==> config.mk <==
export PLATFORM = sky130hd
export DESIGN_NAME = load_register
export DESIGN_NICKNAME = d
export VERILOG_FILES = /design/src/rtl/load_register.sv
export SDC_FILE = /design/constraint.sdc
export NUM_CORES = 1
export LEC_CHECK = 0
export CORE_AREA = 2 2 39 41
export CTS_BUF_LIST = sky130_fd_sc_hd__clkbuf_4 sky130_fd_sc_hd__clkbuf_8
export CTS_CLUSTER_DIAMETER = 200
export DETAILED_ROUTE_END_ITERATION = 6
export DIE_AREA = 0 0 41 43
export DONT_BUFFER_PORTS = 1
export GPL_ROUTABILITY_DRIVEN = 0
export GPL_TIMING_DRIVEN = 0
export PLACE_DENSITY = 0.37
export RECOVER_POWER = 50
export SLEW_MARGIN = 10
export SYNTH_ARGS = -nofsm -noshare
export SYNTH_HDL_FRONTEND = slang
export SYNTH_SLANG_ARGS = --single-unit
==> constraint.sdc <==
create_clock -name clk -period 1.6 [get_ports clk]
set_input_delay 0.48 -clock clk [delete_from_list [all_inputs] [get_ports clk]]
set_output_delay 0.48 -clock clk [all_outputs]
set_load 0.02 [all_outputs]
==> src/rtl/load_register.sv <==
// Clock-enabled holding register for the CPU datapath.
// Captures data_in on a rising edge when load is high; rst clears it asynchronously.
module load_register #(
  parameter int DataWidth = 8
) (
  input  logic                 clk,
  input  logic                 rst,
  input  logic                 load,
  input  logic [DataWidth-1:0] data_in,
  output logic [DataWidth-1:0] data_out
);

  logic [DataWidth-1:0] data_q;
  logic [DataWidth-1:0] data_d;

  always_comb begin
    data_d = data_q;
    if (load) begin
      data_d = data_in;
    end
  end

  always_ff @(posedge clk or posedge rst) begin
    if (rst) begin
      data_q <= '0;
    end else begin
      data_q <= data_d;
    end
  end

  // Output comes straight from the flops; no path from inputs.
  assign data_out = data_q;

endmodule

### After elaboration in Yosys (flattened, before gate mapping)

Index checks and enable logic that the tools add are counted.

| word-level totals | value |
|---|---|
| output and inout bits | 8 |
| register bits after elaboration | 8 |
| input bits | 11 |
| word-level logic and storage cells | 1 |

### Longest topological paths before layout

| logic depth | value |
|---|---|
| word-level depth | 0 |
| mapped depth | 2 |
| depth with buffers taken out | 1 |

### Worst setup path before layout

Ideal clock, no wire load.

| timing path | value |
|---|---|
| kind | input to register |
| start | in load |
| end | reg data_q[0], in the netlist data_out[0] |
| setup slack | 578 ps |
| data arrival time | 897 ps |
| required time | 1,475 ps |
| path buffers | 1 |
| stages on the path | 2 |
| setup time | 125 ps |
| cell sequence | buf_6 -> mux2_4 |

RTL lines:

| element | RTL line | text |
|---|---|---|
| start: declaration | 8 | `input logic load,` |
| end signal: assignment | 27 | `data_q <= data_d;` |
| end: declaration | 13 | `logic [DataWidth-1:0] data_q;` |

No word-level cell between the ends.

### Worst setup path after layout

| timing path | value |
|---|---|
| start | reg data_q[2], in the netlist data_out[2] |
| end | out data_out[2] |

RTL lines:

| element | RTL line | text |
|---|---|---|
| end: declaration | 10 | `output logic [DataWidth-1:0] data_out` |

No word-level cell between the ends.

==> results.txt <==
- The flow ran to the end, and the final reports show no timing, DRC or antenna violations.
- In this run the number of H-tree levels came out at 1.
* Tmin final: 1.19 ns
* Setup Buffers After CTS: 0
- The via count of the first global-routing pass came to 185.
- Final number of max-transition violations: 0
- Root Buffer Master: clkbuf_4
- After clock tree synthesis, the clock-pin slew on the worst setup and hold paths is 0.05 ns.
* Gr ovfl total: 0
- Yosys synthesis warning count: 0
- Die Width: 41 µm
- After detailed routing, the average wire length per cell comes to 15.5 µm.
- Syn avg cell area: 18.6 µm²
- Largest register FFs: 8
- The cell area that synthesis handed to floorplanning was 335 µm².
- The area growth from synthesis to layout is 8.21%.
* Finished Core Util: 0.262
* Setup-failing EPs final: 0
- The floorplan has 14 rows.
- Max-cap violations in this run came to 0.
- For the worst-skew pair, the clock arrives at the later sink with an insertion delay of 0.24 ns.
- Number of hold violations in the final report: 0
- Category of the worst setup path launch point: register
- In the routed layout, each cell is associated on average with a via count of 4.32.
* Startpoint of the most critical register-to-register path: data_out[4]
- Worst-case clock buffer depth: 2
* All-Layer GR Usage: 0.0868
- The total area inside the core boundary comes to 1380 µm².
- For this design the top-level I/O count stands at 19.
- Pin count of the biggest net entering global routing: 9
- Starting density of the core: 0.242
* Number of port buffers: 0
- Post-route total power: 450 µW
- Area enclosed by the die boundary: 1760 µm²
* Top library cells by usage in the layout, fill and taps aside: dfrtp_1, mux2_1, mux2_4
* Largest fanout on the critical path: 2
- In this run, distinct cell masters in the synthesized netlist total 4.
- Transition time of the tightest slew-check pin: 0.308 ns
* Worst R2R Path Depth: 1
- Of the cells placed in the final design, the portion with a size suffix greater than 1 is 0.381.
- TritonCTS clock tree: built
- Ant. Diodes: 0
- In this run the worst hold path is classified as primary input to asynchronous set/reset pin.
- Largest vdd supply drop: 439 µV
* Post-synthesis sequential area ratio: 0.597
* Post-Route WL: 575 µm
- Num Clock Sinks: 8
- Ranking of synthesized cells by area: dfrtp_1, mux2_4, buf_6, inv_1
- Of the post-synthesis cell area, the dominant cell type holds 0.597.
* Max Fclk: 0.841 GHz
- The first detailed-routing pass ran for 3 iterations.
- Setup TNS: 0 ns
- Leakage Power: 0.000168 µW
- STA puts the critical path data required time at 1.12 ns.
- In this run the tightest slew margin relative to its limit is 0.794.
- Post-route fraction of the period consumed by the critical path: 0.743
* Number of design-rule violations left by the first detailed-router iteration: 1
* Gate count of the mapped netlist: 18
* DRC viols: 0
- For this run, the post-layout net count is 34.
- Count of hold buffers inserted by post-cts repair: 0
* Reg-to-reg slack, setup: 0.72 ns
* Resized Gates After CTS: 0
- STA puts the critical path data arrival time at 0.71 ns.
- Total power divided by cell area: 1240 nW/µm²
* Flop and latch count out of synthesis: 8
- Synthesized netlist net count: 29
- Leading cell type in the layout, fill and taps excluded: dfrtp_1
- In this run the critical register-to-register path is captured at data_out[4].
- STA classifies the critical path endpoint as an output pin.
- Library cell occupying the most area in the post-synthesis netlist: dfrtp_1
* RSZ-0062 raised after global routing: no
- Measured along the y axis, the die boundary spans 43 µm.
- The count of nets left with antenna violations once routing finished came out at 0.
- Crit Path Class: register to output pin
* Worst setup skew after layout: 0 ns
* Count of vias placed by the detailed router: 160
- Number of antenna violations at the first check in global routing: 0
* Number of CTS-inserted buffers: 3
- The first global-routing pass estimated 952 µm of wire.
-- Yosys cell counts --
library cell  instances
inv_1                 1
mux2_4                8
dfrtp_1               8
buf_6                 1
-- cell families (layout without fill, tap and decap cells) --
kind of cell / after synthesis / count (layout) / share of synthesized area
flops: 8 / 8 / 0.597
buf+inv: 2 / 5 / 0.0448
mux: 8 / 8 / 0.358
-- worst max-delay path by stage --
| stage | end | from | slack, ns | cells after the start |
|---|---|---|---|---|
| 2_1_floorplan | data_out[0] | load | 0.58 | 2 |
| 3_3_place_gp | data_out[3] | load | 0.55 | 2 |
| 3_5_place_dp | data_out[4] | load | 0.54 | 2 |
| 4_1_cts | data_out[2] | data_out[2] | 0.40 | 0 |
| 5_1_grt | data_out[2] | data_out[2] | 0.37 | 0 |
| 6_report | data_out[2] | data_out[2] | 0.41 | 0 |
-- per-stage QoR --
stage / hold slack, ns / cell area, µm² / setup slack, ns / instances
after CTS: 0.0669 / 378 / 0.397 / 37
after global placement: 0.329 / 355 / 0.553 / 34
final: 0.0641 / 363 / 0.411 / 37
after floorplan: 0.296 / 335 / 0.578 / 18
after global routing: 0.0786 / 363 / 0.369 / 37
after detailed placement: 0.335 / 355 / 0.544 / 34
-- where the power goes --
| group | switching [µW] | internal [µW] |
|---|---|---|
| clock | 64.8 | 85.6 |
| combinational | 13.5 | 23.8 |
| sequential | 39.4 | 223 |
-- area by class of cell --
cell class | instances | area (µm²)
fill | 143 | 1020
sequential | 8 | 200
multi-input combinational | 8 | 105
clock buffer | 3 | 22.5
tap | 16 | 20.0
buffer | 1 | 11.3
inverter | 1 | 3.75
-- routing by layer --
metal  global-route usage  share of wire
met5                    0              0
met4               0.0800              0
met3               0.0471           0.13
met2                0.103           0.45
met1                0.105           0.43
Note: power is estimated with default switching activity, not from simulation.
